--- src/rtl/sdram_word_sequencer.sv ---
// rtl/sdram_word_sequencer.sv - splits 32-bit word requests into two 16-bit SDRAM accesses with RMW
// Optional access timeout: define SDRAM_SEQ_TIMEOUT_EN.
module sdram_word_sequencer #(
  parameter int ADDR_WIDTH     = 32,
  parameter int TIMEOUT_CYCLES = 1024
) (
  input  logic                  clk_133mhz,
  input  logic                  reset,
  input  logic                  req_valid,
  output logic                  req_ready,
  input  logic                  req_write,
  input  logic [ADDR_WIDTH-1:0] req_addr,
  input  logic [31:0]           req_wdata,
  input  logic [3:0]            req_wstrb,
  output logic                  rsp_valid,
  input  logic                  rsp_ready,
  output logic [31:0]           rsp_rdata,
  output logic                  rsp_err,
  output logic [23:0]           wr_addr,
  output logic [15:0]           wr_data,
  output logic                  wr_enable,
  output logic [23:0]           rd_addr,
  output logic                  rd_enable,
  input  logic [15:0]           rd_data,
  input  logic                  rd_ready,
  input  logic                  busy
);
  typedef enum logic [2:0] {
    IDLE, DECIDE, RD_ISSUE, RD_WAIT, WR_ISSUE, WR_WAIT, NEXT, RESP
  } state_t;

  state_t      state_q;
  logic        h_q, write_q, wr_gap_q;
  logic        req_ready_q, rsp_valid_q, rsp_err_q, wr_enable_q, rd_enable_q;
  logic [22:0] word_q;
  logic [31:0] wdata_q, rsp_rdata_q;
  logic [3:0]  wstrb_q;
  logic [23:0] wr_addr_q, rd_addr_q;
  logic [15:0] wr_data_q;

  logic [23:0] hw_addr;
  logic [1:0]  cur_strb;
  logic [15:0] cur_wdata, merged;
  logic        unused_ok;

  always_comb begin
    hw_addr   = {word_q, h_q};
    cur_strb  = h_q ? wstrb_q[3:2] : wstrb_q[1:0];
    cur_wdata = h_q ? wdata_q[31:16] : wdata_q[15:0];
    merged    = {cur_strb[1] ? cur_wdata[15:8] : rd_data[15:8],
                 cur_strb[0] ? cur_wdata[7:0]  : rd_data[7:0]};
  end

  // Only address bits [24:2] select storage; the rest are deliberately dropped.
  assign unused_ok = (^req_addr) ^ (TIMEOUT_CYCLES == 0);

`ifdef SDRAM_SEQ_TIMEOUT_EN
  localparam int TW = $clog2(TIMEOUT_CYCLES + 1);
  logic [TW-1:0] timer_q;
  logic          timeout_hit;
  assign timeout_hit = (timer_q == TW'(TIMEOUT_CYCLES - 1));
`endif

  always_ff @(posedge clk_133mhz) begin
    if (reset) begin
      state_q     <= IDLE;
      h_q         <= 1'b0;
      write_q     <= 1'b0;
      wr_gap_q    <= 1'b0;
      req_ready_q <= 1'b0;
      rsp_valid_q <= 1'b0;
      rsp_err_q   <= 1'b0;
      rsp_rdata_q <= 32'h0;
      wr_enable_q <= 1'b0;
      rd_enable_q <= 1'b0;
      word_q      <= 23'h0;
      wdata_q     <= 32'h0;
      wstrb_q     <= 4'h0;
      wr_addr_q   <= 24'h0;
      rd_addr_q   <= 24'h0;
      wr_data_q   <= 16'h0;
`ifdef SDRAM_SEQ_TIMEOUT_EN
      timer_q     <= '0;
`endif
    end else begin
      rd_enable_q <= 1'b0;
      wr_enable_q <= 1'b0;
      case (state_q)
        IDLE: begin
          req_ready_q <= 1'b1;
          if (req_valid && req_ready_q) begin
            req_ready_q <= 1'b0;
            write_q     <= req_write;
            word_q      <= req_addr[24:2];
            wdata_q     <= req_wdata;
            wstrb_q     <= req_wstrb;
            h_q         <= 1'b0;
            rsp_rdata_q <= 32'h0;
            rsp_err_q   <= 1'b0;
            state_q     <= DECIDE;
          end
        end
        DECIDE: begin
          if (!write_q) begin
            state_q <= RD_ISSUE;
          end else begin
            case (cur_strb)
              2'b11: begin
                wr_data_q <= cur_wdata;
                state_q   <= WR_ISSUE;
              end
              2'b00:   state_q <= NEXT;
              default: state_q <= RD_ISSUE;
            endcase
          end
        end
        RD_ISSUE: begin
          if (!busy) begin
            rd_enable_q <= 1'b1;
            rd_addr_q   <= hw_addr;
            state_q     <= RD_WAIT;
`ifdef SDRAM_SEQ_TIMEOUT_EN
            timer_q     <= '0;
`endif
          end
        end
        RD_WAIT: begin
          if (rd_ready) begin
            if (write_q) begin
              wr_data_q <= merged;
              state_q   <= WR_ISSUE;
            end else begin
              if (h_q) rsp_rdata_q[31:16] <= rd_data;
              else     rsp_rdata_q[15:0]  <= rd_data;
              state_q <= NEXT;
            end
          end
`ifdef SDRAM_SEQ_TIMEOUT_EN
          else if (timeout_hit) begin
            rsp_valid_q <= 1'b1;
            rsp_err_q   <= 1'b1;
            rsp_rdata_q <= 32'hDEAD_BEEF;
            state_q     <= RESP;
          end else begin
            timer_q <= timer_q + TW'(1);
          end
`endif
        end
        WR_ISSUE: begin
          if (!busy) begin
            wr_enable_q <= 1'b1;
            wr_addr_q   <= hw_addr;
            wr_gap_q    <= 1'b1;
            state_q     <= WR_WAIT;
`ifdef SDRAM_SEQ_TIMEOUT_EN
            timer_q     <= '0;
`endif
          end
        end
        WR_WAIT: begin
          // First cycle skipped so the controller has time to raise busy.
          wr_gap_q <= 1'b0;
          if (!wr_gap_q && !busy) begin
            state_q <= NEXT;
          end
`ifdef SDRAM_SEQ_TIMEOUT_EN
          else if (timeout_hit) begin
            rsp_valid_q <= 1'b1;
            rsp_err_q   <= 1'b1;
            rsp_rdata_q <= 32'hDEAD_BEEF;
            state_q     <= RESP;
          end else begin
            timer_q <= timer_q + TW'(1);
          end
`endif
        end
        NEXT: begin
          if (!h_q) begin
            h_q     <= 1'b1;
            state_q <= DECIDE;
          end else begin
            rsp_valid_q <= 1'b1;
            state_q     <= RESP;
          end
        end
        RESP: begin
          if (rsp_ready) begin
            rsp_valid_q <= 1'b0;
            req_ready_q <= 1'b1;
            state_q     <= IDLE;
          end
        end
        default: state_q <= IDLE;
      endcase
    end
  end

  assign req_ready = req_ready_q;
  assign rsp_valid = rsp_valid_q;
  assign rsp_rdata = rsp_rdata_q;
  assign rsp_err   = rsp_err_q;
  assign wr_addr   = wr_addr_q;
  assign wr_data   = wr_data_q;
  assign wr_enable = wr_enable_q;
  assign rd_addr   = rd_addr_q;
  assign rd_enable = rd_enable_q;

endmodule

--- config.mk ---
export PLATFORM = sky130hd
export DESIGN_NAME = sdram_word_sequencer
export DESIGN_NICKNAME = d
export VERILOG_FILES = /design/src/rtl/sdram_word_sequencer.sv
export SDC_FILE = /design/constraint.sdc
export NUM_CORES = 1
export LEC_CHECK = 0
export ABC_AREA = 1
export BUFFER_PORTS_ARGS = -buffer_cell sky130_fd_sc_hd__buf_4
export CAP_MARGIN = 20
export CORE_ASPECT_RATIO = 0.6
export CORE_MARGIN = 8
export CORE_UTILIZATION = 52
export CTS_CLUSTER_SIZE = 40
export DETAILED_ROUTE_END_ITERATION = 6
export PLACE_DENSITY = 0.85
export REMOVE_ABC_BUFFERS = 1
export SETUP_SLACK_MARGIN = 0.02
export SYNTH_ARGS = -nofsm -noshare
export SYNTH_HDL_FRONTEND = slang
export SYNTH_SLANG_ARGS = --single-unit
export TNS_END_PERCENT = 10
--- constraint.sdc ---
create_clock -name clk_133mhz -period 1.95 [get_ports clk_133mhz]
set_input_delay 0.39 -clock clk_133mhz [delete_from_list [all_inputs] [get_ports clk_133mhz]]
set_output_delay 0.39 -clock clk_133mhz [all_outputs]
set_load 0.03 [all_outputs]
; ---- Yosys cells after proc, flatten, opt, wreduce, memory -nomap -nowiden
; Cells that the tools add are included.
[word_totals]
ramBits = 0
ff_bits = 165
out_inout_bits = 101
word_cells = 102
input_bits = 91
memories = 0
latchBits = 0
mem_bits_ro = 0
[classes]
n_mul = 0
div_mod_pow = 0
n_lt_le_gt_ge = 0
muxes = 37
add_sub_neg = 0
reduce_logical = 25
shift = 0
n_eq_ne = 21
bitwise = 3
[ops]
columns = operator, count
row1 = $mux W16, 7
row2 = $mux W32, 3
row3 = $pmux W32 S2, 1
row4 = $pmux W16 S2, 1
row5 = $ne A2 B2 Y1 const B, 13
row6 = $mux W3, 8
row7 = $pmux W3 S8, 1
row8 = $mux W8, 2
row9 = $reduce_and A5 Y1, 3
row10 = $eq A3 B3 Y1 const B, 4
row11 = $reduce_and A2 Y1, 6
row12 = $reduce_bool A2 Y1, 6
row13 = $pmux W1 S2, 4
row14 = $mux W1, 7
row15 = $eq A3 B2 Y1 const B, 2
row16 = $pmux W3 S2, 1
row17 = $reduce_and A6 Y1, 1
row18 = $mux W2, 2
row19 = $reduce_or A2 Y1, 2
row20 = $eq A3 B1 Y1 const B, 1
row21 = $logic_not A3 Y1, 1
row22 = $not A1 Y1, 3
row23 = $reduce_and A3 Y1, 1
row24 = $eq A2 B2 Y1 const B, 1
row25 = other kinds (3), 5

; ---- Depth between registers and ports, before layout
; Gate-level depths: netlist of run 1.
[logic_depth]
ltp_word = 5
depth_mapped = 12
mapped_depth_nobuf = 11

; ---- Worst setup path before layout of run 1
; No wires, ideal clock.
[synth_timing]
kind = register to register
from = register h_q
to = register wr_data_q[5] (netlist: wr_data[5])
setup_ns = 0.132
path_buffers = 2
path_stages_with_launch = 13
t_required_ns = 1.818
period_less_slack_ns = 1.618
t_arrival_ns = 1.485
path_slack_ns = 0.332
path_cell_list = dfxtp_1 -> buf_2 -> nand2_1 -> nand2_1 -> ha_1 -> nor2_1 -> nor2_2 -> nand2_2 -> nor2_8 -> inv_4 -> buf_4 -> nand2_1 -> a21oi_1
[synth_via]
elab_chain_len = 5
word_cells_on_any_way = 11
cone_classes = eq/ne: 2 / mux: 8 / reduce/logical: 1
[synth_lines]
columns = item, line_no
row1 = start: declaration, 33  ; logic h_q, write_q, wr_gap_q;
row2 = start signal: assignment, 67  ; h_q <= 1'b0;
row3 = start signal: assignment, 97  ; h_q <= 1'b0;
row4 = start signal: assignment, 179  ; h_q <= 1'b1;
row5 = $mux W16 / $mux W2 (equally long branches), "49, 48"
row6 = $mux W8, 51  ; cur_strb[0] ? cur_wdata[7:0] : rd_data[7:0]};
row7 = $mux W16, 129  ; if (write_q) begin
row8 = $mux W16, 128  ; if (rd_ready) begin
row9 = $pmux W16 S2, 88  ; case (state_q)
row10 = end signal: assignment, 109  ; wr_data_q <= cur_wdata;
row11 = end signal: assignment, 130  ; wr_data_q <= merged;
row12 = end: declaration, 39  ; logic [15:0] wr_data_q;
; Parallel ways exist; a longest one is shown, timed or not. The select of a mux whose other input is x is not followed.
; A chain may end at the register's enable or synchronous reset.

; ---- Final worst setup path of run 1
[layout_timing]
from = register state_q[1]
to = register rsp_rdata_q[17] (netlist: rsp_rdata[17])
[layout_via]
elab_chain_len = 3
word_cells_on_any_way = 9
cone_classes = eq/ne: 5 / mux: 1 / reduce/logical: 3
[layout_lines]
columns = item, line_no
row1 = start: declaration, 32  ; state_t state_q;
row2 = start signal: assignment, 66  ; state_q <= IDLE;
row3 = start signal: assignment, 100  ; state_q <= DECIDE;
row4 = start signal: assignment, 105  ; state_q <= RD_ISSUE;
row5 = $eq A3 B2 Y1 / $logic_not A3 Y1 (equally long branches), 88
row6 = $ne A2 B2 Y1 (no source line) / $reduce_bool A2 Y1 (equally long branches), --
row7 = $reduce_and A5 Y1 (no source line), --
row8 = end signal: assignment, 133  ; if (h_q) rsp_rdata_q[31:16] <= rd_data;
row9 = end: declaration, 36  ; logic [31:0] wdata_q, rsp_rdata_q;
; Parallel ways exist; a longest one is shown, timed or not.

==> results of run 1 <==
final timing paths:
| path | startpoint | end | slack (ps) | cells after the start |
|---|---|---|---|---|
| hold / removal | req_addr[5] | word_q[3]$_SDFFE_PP0P_ | 230 | 3 |
| setup / recovery | state_q[1]$_SDFFE_PP0P_ | rsp_rdata[17]$_SDFFE_PP0P_ | 190 | 9 |
| setup reg to reg | state_q[1]$_SDFFE_PP0P_ | rsp_rdata[17]$_SDFFE_PP0P_ | 190 | 9 |
| hold reg to reg | wr_addr[19]$_SDFFE_PP0P_ | wr_addr[19]$_SDFFE_PP0P_ | 440 | 2 |
what timing repair did:
action | 4_1_cts | 5_1_grt
buffers inserted | 0 | 0
endpoints found under the setup margin | 0 | 32
gates resized for setup | 0 | 5
power by group through the flow:
stage	registers (mW)	clock network [mW]	logic (mW)
final	4.67	3.46	5.67
after global routing	4.77	3.68	6.31
after detailed placement	4.73	0	5.64
after global placement	4.70	0	5.50
after floorplan	5.67	0	2.72
after CTS	4.67	3.50	5.68
logic make-up after synthesis:
family,Yosys count,synth area share
compound gates,273,0.2002
buf+inv,211,0.1285
fa+ha+maj,1,0.001830
other cells,1,0.0005484
simple gates,283,0.1859
flops,165,0.4831
worst max-delay path, stage by stage (launching register included):
cell     delay (ps)
dfxtp_1         480
nand2_1         150
nor2_4          250
nand2_2          90
nand2_1         160
inv_4           130
nand3_4         190
nand2_1          90
inv_1            60
nor2_1           40
per-stage QoR:
stage / util / area (um^2)
6_report: 0.6951 / 8934
5_1_grt: 0.6951 / 8934
4_1_cts: 0.6947 / 8929
3_5_place_dp: 0.6471 / 8317
3_3_place_gp: 0.6471 / 8317
2_1_floorplan: - / 6523
sequential cells by signal, indices dropped and copies added, names as in the netlist:
| register | flops |
|---|---|
| wdata_q | 32 |
| h_q | 1 |
| state_q | 3 |
| write_q | 1 |
| wr_enable | 1 |
| req_ready | 1 |
| rd_addr | 24 |
| wr_data | 16 |
| rd_enable | 1 |
| word_q | 23 |
| rsp_rdata | 32 |
| wr_addr | 24 |
| rsp_valid | 1 |
| wstrb_q | 4 |
| wr_gap_q | 1 |
cells in the mapped netlist (all sizes together):
| master | number |
|---|---|
| dfxtp | 165 |
| a21oi | 163 |
| nand2 | 151 |
| inv | 147 |
| o21ai | 109 |
| nor2 | 67 |
| nand3 | 45 |
| buf | 34 |
| clkbuf | 28 |
| nand4 | 20 |
| clkinv | 2 |
| conb | 1 |
| ha | 1 |
| o211ai | 1 |
cell type report:
type / count / area [um^2] / share of cell area
Tap cell: 170 / 212.7 / 0.02381
Multi-Input combinational cell: 558 / 2670 / 0.2989
Timing Repair Buffer: 197 / 1567 / 0.1753
Sequential cell: 165 / 3306 / 0.3700
Clock buffer: 20 / 456.7 / 0.05112
Inverter: 149 / 566.8 / 0.06345
Clock inverter: 12 / 155.1 / 0.01737
routing by layer:
layer,wire (um),part of all wire
met3,1543,0.083
met4,161,0.0087
met2,8400,0.45
met1,8380,0.45
met5,0,0
==> out/metrics.cfg, run 1 <==
[run_status]
status = finished, final reports clean

[die]
dieArea_um2 = 17200
start_util = 0.5320
io_pins = 192
die_x_um = 164.0
std_cell_rows = 32
dieHeight_um = 104.8
core_um2 = 12850

[placement]
port_buffers = 181
dp_cells = 1239
gp_congestion = 0.8824
dp_slack_ps = 136.9
dp_hpwl_um = 13340

[grt]
antenna_found_initial = 0
grtUsageMet2 = 0.3325
grt_max_degree = 92
grt_overflow = 0
grt_pass1_wl_um = 30710
grt-busiest-layer = met2
grt_pass1_vias = 6224
gr-usage-met3 = 0.06936
met1_usage = 0.2894
grtUsageTotal = 0.2159

[final_layout]
drive_gt1_frac = 0.2389
mostFrequentLayoutCell = buf_4
final_cell_mix = buf_4 (190), a21oi_1 (163), dfxtp_1 (163)
instances_no_fill = 1271
n_antenna_cell = 0
fillerInstances = 1077
final_nets = 1180
areaGrowthSynthToFinish_pct = 30.65

[synthesis]
synthTopCellsByArea = dfxtp_1 (48%), a21oi_1 (12%), nand2_1 (8.1%)
ys_types = 29
yosysTopAreaCellShare = 0.4831
ys_seq_area_frac = 0.4831
synth_top_area_cell = dfxtp_1
yosys_register_bits = 165
synth_area_um2 = 6838
synthesis.instances = 934
syn_area_per_cell_um2 = 7.321
ys_warn_count = 0

[cts]
cts_tree = done
cts_hold_buffers = 0
root_buffer = clkbuf_16
worstSkewPairLatency_ps = 410
clk_pin_slew_ps = 70
cts_buffer_depth = 2
h-tree-depth = 4
numCtsBuffers = 17
cts.sinks = 165

[power]
p_sw_mw = 5.593
power.ir.vdd_worst_v = 0.0007620
p_per_area_nw_per_um2 = 1545
sw_frac_of_total = 0.4051
seqPwrFrac = 0.338
comb_power_share = 0.411
intPower_mw = 8.212
power.leakage_nw = 4.037
clock_power_share = 0.251
design_power_total_mw = 13.81

[route]
drc = 0
wl_per_cell_um = 14.54
first_pass_iters = 5
drtIter0Drc = 479
num_vias = 6472
viasPerCell = 5.092
drt-total-wl_um = 18480
drtAntennaViolNets = 0

[worst_hold_path]
hold_class = in2reg

[critical_path]
cp_max_fo = 17
crit_required_ps = 2260
endpoint_kind = flip-flop
critPathArrivalTime_ps = 2060
critPathKind = reg2reg
startpoint_type = flip-flop

[timing]
setup_violations = 0
maxSlewViolCount = 0
rsz0062_at_grt = false
finalSetupTns_ps = 0
hold_slack_ps = 234.6
finClkSkew_ps = 11.66
setup_ws_ps = 194.4
hold_viol_final = 0
fmax_mhz = 569.6
min_period_ps = 1756
finalCritPeriodShare = 0.9003

[run]
cap_violations = 0

Note: power is estimated with default switching activity, not from simulation.
==> run 2, diff against run 1 <==
SETUP_SLACK_MARGIN = 0.4   (was 0.02)
==> run 2 against run 1 <==
Die area did not move; clock power barely moved; sequential share of layout area fell by 1.5 points; critical endpoint is now wr_data[2]$_SDFFE_PP0P_; largest cell class unchanged; largest power group unchanged; highest routed layer unchanged.
==> out/metrics.cfg, run 2 (synthesized netlist as in run 1, its figures left out) <==
[placement]
gp_congestion = 0.8824
port_buffers = 181
placed_area_um2 = 8317
dp_hpwl_um = 13340
dp_cells = 1239

[grt]
antenna_found_initial = 0
grt_pass1_vias = 6381
gr-usage-met3 = 0.06505
grtUsageMet2 = 0.3414
grt_max_degree = 92
grt_pass1_wl_um = 31340
grtUsageTotal = 0.2206
met1_usage = 0.2958
grt_overflow = 0
grt-busiest-layer = met2

[die]
dieArea_um2 = 17200
core_um2 = 12850
std_cell_rows = 32
io_pins = 192
die_x_um = 164.0
start_util = 0.5320
dieHeight_um = 104.8

[cts]
worstSkewPairLatency_ps = 420
cts_tree = done
cts_buffer_depth = 2
root_buffer = clkbuf_16
numCtsBuffers = 17
h-tree-depth = 4
clk_pin_slew_ps = 70
cts_hold_buffers = 0
cts.sinks = 165

[route]
num_vias = 6669
drtIter0Drc = 395
wl_per_cell_um = 15.66
drc = 0
first_pass_iters = 5
drt-total-wl_um = 20190
viasPerCell = 5.174
drtAntennaViolNets = 0

[worst_hold_path]
hold_depth = 3
min_from = req_addr[5]
hold_class = in2reg
holdPathEnd = word_q[3]$_SDFFE_PP0P_

[power]
p_per_area_nw_per_um2 = 1539
clock_power_share = 0.241
p_sw_mw = 5.894
power.leakage_nw = 4.162
intPower_mw = 8.493
seqPwrFrac = 0.326
comb_power_share = 0.433
power.ir.vdd_worst_v = 0.0007827
sw_frac_of_total = 0.4097

[timing]
finalCritPeriodShare = 0.8226
rsz0062_at_grt = true
hold_viol_final = 0
setup_violations = 0
fmax_mhz = 623.4
finClkSkew_ps = 16.50
maxSlewViolCount = 0
min_period_ps = 1604

[final_layout]
multiInputGateArea_um2 = 2856
fillerInstances = 982
final_nets = 1198
n_antenna_cell = 0
final-seq-area_um2 = 3316
instances_no_fill = 1289
design_area_um2 = 9348
final_cell_mix = buf_4 (201), dfxtp_1 (161), a21oi_1 (154)
areaGrowthSynthToFinish_pct = 36.71
mostFrequentLayoutCell = buf_4
drive_gt1_frac = 0.2779

[run]
cap_violations = 0

[run_status]
status = finished, final reports clean

[critical_path]
endpoint_kind = flip-flop
r2r_start = h_q$_SDFFE_PP0P_
critPathArrivalTime_ps = 1940
ff2ff_path_depth = 11
cp_max_fo = 6
crit_required_ps = 2290
r2r-end = wr_data[2]$_SDFFE_PP0P_
critPathKind = reg2reg
startpoint_type = flip-flop
r2r_setup_slack_ps = 350

run 2: worst max-delay path: stages (launching register included):
cell	delay, ps
dfxtp_4	370
inv_4	80
nand2_4	60
nand2_4	70
ha_4	120
nor2_2	40
nor2_2	110
nand2_2	90
nor2_8	190
clkbuf_16	200
nand3_2	80
a21oi_2	120
run 2: worst max-delay path by stage:
| stage | start | to | slack (ps) | cells past startpoint |
|---|---|---|---|---|
| 2_1_floorplan | req_ready$_SDFFE_PP0P_ | wdata_q[0]$_SDFFE_PP0P_ | -800 | 3 |
| 3_3_place_gp | state_q[0]$_SDFFE_PP0P_ | rsp_rdata[29]$_SDFFE_PP0P_ | 220 | 8 |
| 3_5_place_dp | h_q$_SDFFE_PP0P_ | wr_data[15]$_SDFFE_PP0P_ | 140 | 11 |
| 4_1_cts | h_q$_SDFFE_PP0P_ | wr_data[15]$_SDFFE_PP0P_ | 340 | 11 |
| 5_1_grt | h_q$_SDFFE_PP0P_ | wr_data[7]$_SDFFE_PP0P_ | 280 | 11 |
| 6_report | h_q$_SDFFE_PP0P_ | wr_data[2]$_SDFFE_PP0P_ | 350 | 11 |
run 2: power groups by stage:
stage	registers, mW	logic, mW	clock network, mW
finish	4.69	6.23	3.47
global route	4.79	6.84	3.68
CTS	4.68	5.90	3.50
detailed placement	4.73	5.64	0
global placement	4.70	5.50	0
floorplan	5.67	2.72	0
run 2: per-stage QoR:
step                      setup TNS, ps  total power, mW    util  worst slack, ps  hold slack (ps)
after floorplan                 -100590            8.385       -           -800.7            425.6
after global placement                0            10.20  0.6471            216.1            431.0
after detailed placement              0            10.37  0.6471            136.9            435.9
after CTS                             0            14.08  0.7105            340.8            226.5
after global routing                  0            15.30  0.7273            276.7            223.7
final                                 0            14.39  0.7273            346.0            229.3
run 2: metal layers:
metal | vias up | share of wire
li1 | 3339 | -
met4 | 0 | 0.011
met2 | 255 | 0.46
met5 | - | 0
met1 | 3052 | 0.45
met3 | 23 | 0.084
run 2: cell type report:
| cell class | instances | area share |
|---|---|---|
| Inverter | 149 | 0.06117 |
| Multi-Input combinational cell | 559 | 0.3056 |
| Tap cell | 170 | 0.02275 |
| Sequential cell | 165 | 0.3547 |
| Timing Repair Buffer | 214 | 0.1903 |
| Clock buffer | 20 | 0.04886 |
| Clock inverter | 12 | 0.01660 |
run 2: what timing repair did:
item,in CTS,in global routing
pin swaps,14,15
gates resized for setup,31,26
gates cloned,2,2
setup endpoints to repair,139,134
buffers inserted,7,7
==> run 3, diff against run 2 <==
ABC_AREA = 0   (was 1)
CORE_UTILIZATION = 46   (was 52)
PLACE_DENSITY = 0.8   (was 0.85)
clock period = 1.4 ns   (was 1.95 ns; I/O delays follow)
==> run 3 against run 2 <==
The flow now finishes with violations (negative setup slack); combinational power shrank 42%; power shrank 6.8%; critical path depth shrank 3; fmax shrank 9.5%; worst setup slack lost 720 ps; sequential share of layout area shrank 2.2 points; worst hold slack lost 130 ps; first-iteration DRC count grew 5.1%; count of clock-buffer cells in the layout grew 1; critical endpoint is now wr_data[10]$_SDFFE_PP0P_.
==> out/metrics.cfg, run 3 <==
[synthesis]
yosysTopAreaCellShare = 0.5093
yosysMostFrequentCell = nand2_1
ys_warn_count = 0
synth_area_um2 = 6486
ys_top_cells_by_count = nand2_1 (284), dfxtp_1 (165), a21oi_1 (127), mux2i_1 (50), clkbuf_1 (32)
synth_edf_count = 0
synthesis.instances = 776
synthTopCellsByArea = dfxtp_1 (51%), nand2_1 (16%), a21oi_1 (9.8%)
synth_ff_type = dfxtp_1
ys_types = 48
syn_area_per_cell_um2 = 8.359
yosys_register_bits = 165
synth_top_area_cell = dfxtp_1
ys_seq_area_frac = 0.5093
async_flop_share = 0

[grt]
grt_pass1_wl_um = 33120
grt_max_degree = 59
grtUsageTotal = 0.2275
antenna_found_initial = 1
grt_pass1_vias = 6254
grt_overflow = 0

[critical_path]
ff2ff_path_depth = 8
r2r_start = h_q$_SDFFE_PP0P_
r2r-end = wr_data[10]$_SDFFE_PP0P_
critPathKind = reg2reg
r2r_setup_slack_ps = -370
endpoint_kind = flip-flop
cp_max_fo = 8
critPathArrivalTime_ps = 2120
crit_required_ps = 1750
startpoint_type = flip-flop

[final_layout]
instances_no_fill = 1187
multiInputGateArea_um2 = 3237
fillerInstances = 1000
drive_gt1_frac = 0.3899
n_antenna_cell = 0
areaGrowthSynthToFinish_pct = 53.74
utilization = 0.7275
final_nets = 1074
design_area_um2 = 9972
mostFrequentLayoutCell = nand2_1
final_cell_mix = nand2_1 (263), dfxtp_1 (157), buf_4 (128)
final-seq-area_um2 = 3318

[die]
start_util = 0.4732
die_x_um = 169.3
dieArea_um2 = 18280
core_um2 = 13710
dieHeight_um = 108.0
io_pins = 192
std_cell_rows = 33

[route]
drt-total-wl_um = 21740
drc = 0
first_pass_iters = 5
num_vias = 6303
drtAntennaViolNets = 0
viasPerCell = 5.310
drtIter0Drc = 415
wl_per_cell_um = 18.32

[worst_hold_path]
holdPathEnd = wdata_q[21]$_SDFFE_PP0P_
min_from = req_wdata[21]
hold_class = in2reg
hold_depth = 3

[placement]
dp_cells = 1139
gp_congestion = 0.8042
dp_slack_ps = -617.4
port_buffers = 181
dp_hpwl_um = 13760
placed_area_um2 = 8357

[timing]
finClkSkew_ps = 14.44
setup_violations = 158
min_period_ps = 1772
rsz0062_at_grt = true
maxSlewViolCount = 0
setup_ws_ps = -372.3
finalSetupTns_ps = -16850
finalCritPeriodShare = 1.266
fmax_mhz = 564.2
hold_viol_final = 0
hold_slack_ps = 103.8

[cts]
numCtsBuffers = 17
h-tree-depth = 4
root_buffer = clkbuf_16
cts_tree = done
worstSkewPairLatency_ps = 420
cts_buffer_depth = 2
clk_pin_slew_ps = 70
cts_hold_buffers = 0
cts.sinks = 165

[power]
power.ir.vdd_worst_v = 0.0007590
p_per_area_nw_per_um2 = 1345
power.leakage_nw = 3.840
design_power_total_mw = 13.42

[run_status]
violations = negative setup slack
status = finished with violations

[run]
cap_violations = 0

## run 3: cell type report
class	count	area share
inverter	4	0.001506
clock inverter	11	0.01167
sequential	165	0.3327
tap	192	0.02409
clock buffer	21	0.04617
timing repair buffer	248	0.2592
multi-input combinational	546	0.3246
## run 3: power by group
part | switching, mW | internal (mW)
combinational | 1.87 | 1.77
clock | 1.97 | 2.59
sequential | 0.214 | 5.00
total | 4.06 | 9.36
## run 3: layer usage
layer	global-route usage	share of wire
met5	0	0.00060
met4	0.06411	0.012
met3	0.07748	0.091
met2	0.3502	0.44
met1	0.3009	0.46
## run 3: timing repair
action	4_1_cts	5_1_grt
gates resized for setup	142	74
gates cloned	5	3
endpoints found under the setup margin	265	265
buffers inserted	5	3
pin swaps	29	13
## run 3: how the worst max path moves through the flow
stage | startpoint | end | slack, ps | depth (start not counted)
2_1_floorplan | state_q[0]$_SDFFE_PP0P_ | rsp_rdata[16]$_SDFFE_PP0P_ | -1620 | 4
6_report | h_q$_SDFFE_PP0P_ | wr_data[10]$_SDFFE_PP0P_ | -370 | 8
5_1_grt | h_q$_SDFFE_PP0P_ | wr_data[9]$_SDFFE_PP0P_ | -430 | 8
4_1_cts | h_q$_SDFFE_PP0P_ | wr_data[10]$_SDFFE_PP0P_ | -350 | 7
3_5_place_dp | h_q$_SDFFE_PP0P_ | wr_data[5]$_SDFFE_PP0P_ | -620 | 6
3_3_place_gp | h_q$_SDFFE_PP0P_ | wr_data[0]$_SDFFE_PP0P_ | -540 | 6
## run 3: worst max-delay path, cell delays in order, from the launching register on
cell and delay, ps:
dfxtp_4 370, mux2_4 320, ha_4 160, mux2_4 270, nand4_1 110, buf_4 140
clkbuf_16 160, nand2_2 60, a21oi_2 110
## run 3: logic make-up (layout without fill, tap and decap cells)
group / after synthesis / after routing / synth area share
simple gates: 318 / 318 / 0.2027
compound gates: 172 / 172 / 0.1497
mux: 54 / 54 / 0.08526
flops: 165 / 165 / 0.5093
buf+inv: 65 / 284 / 0.05054
other cells: 1 / 1 / 0.0005781
fa+ha+maj: 1 / 1 / 0.001929
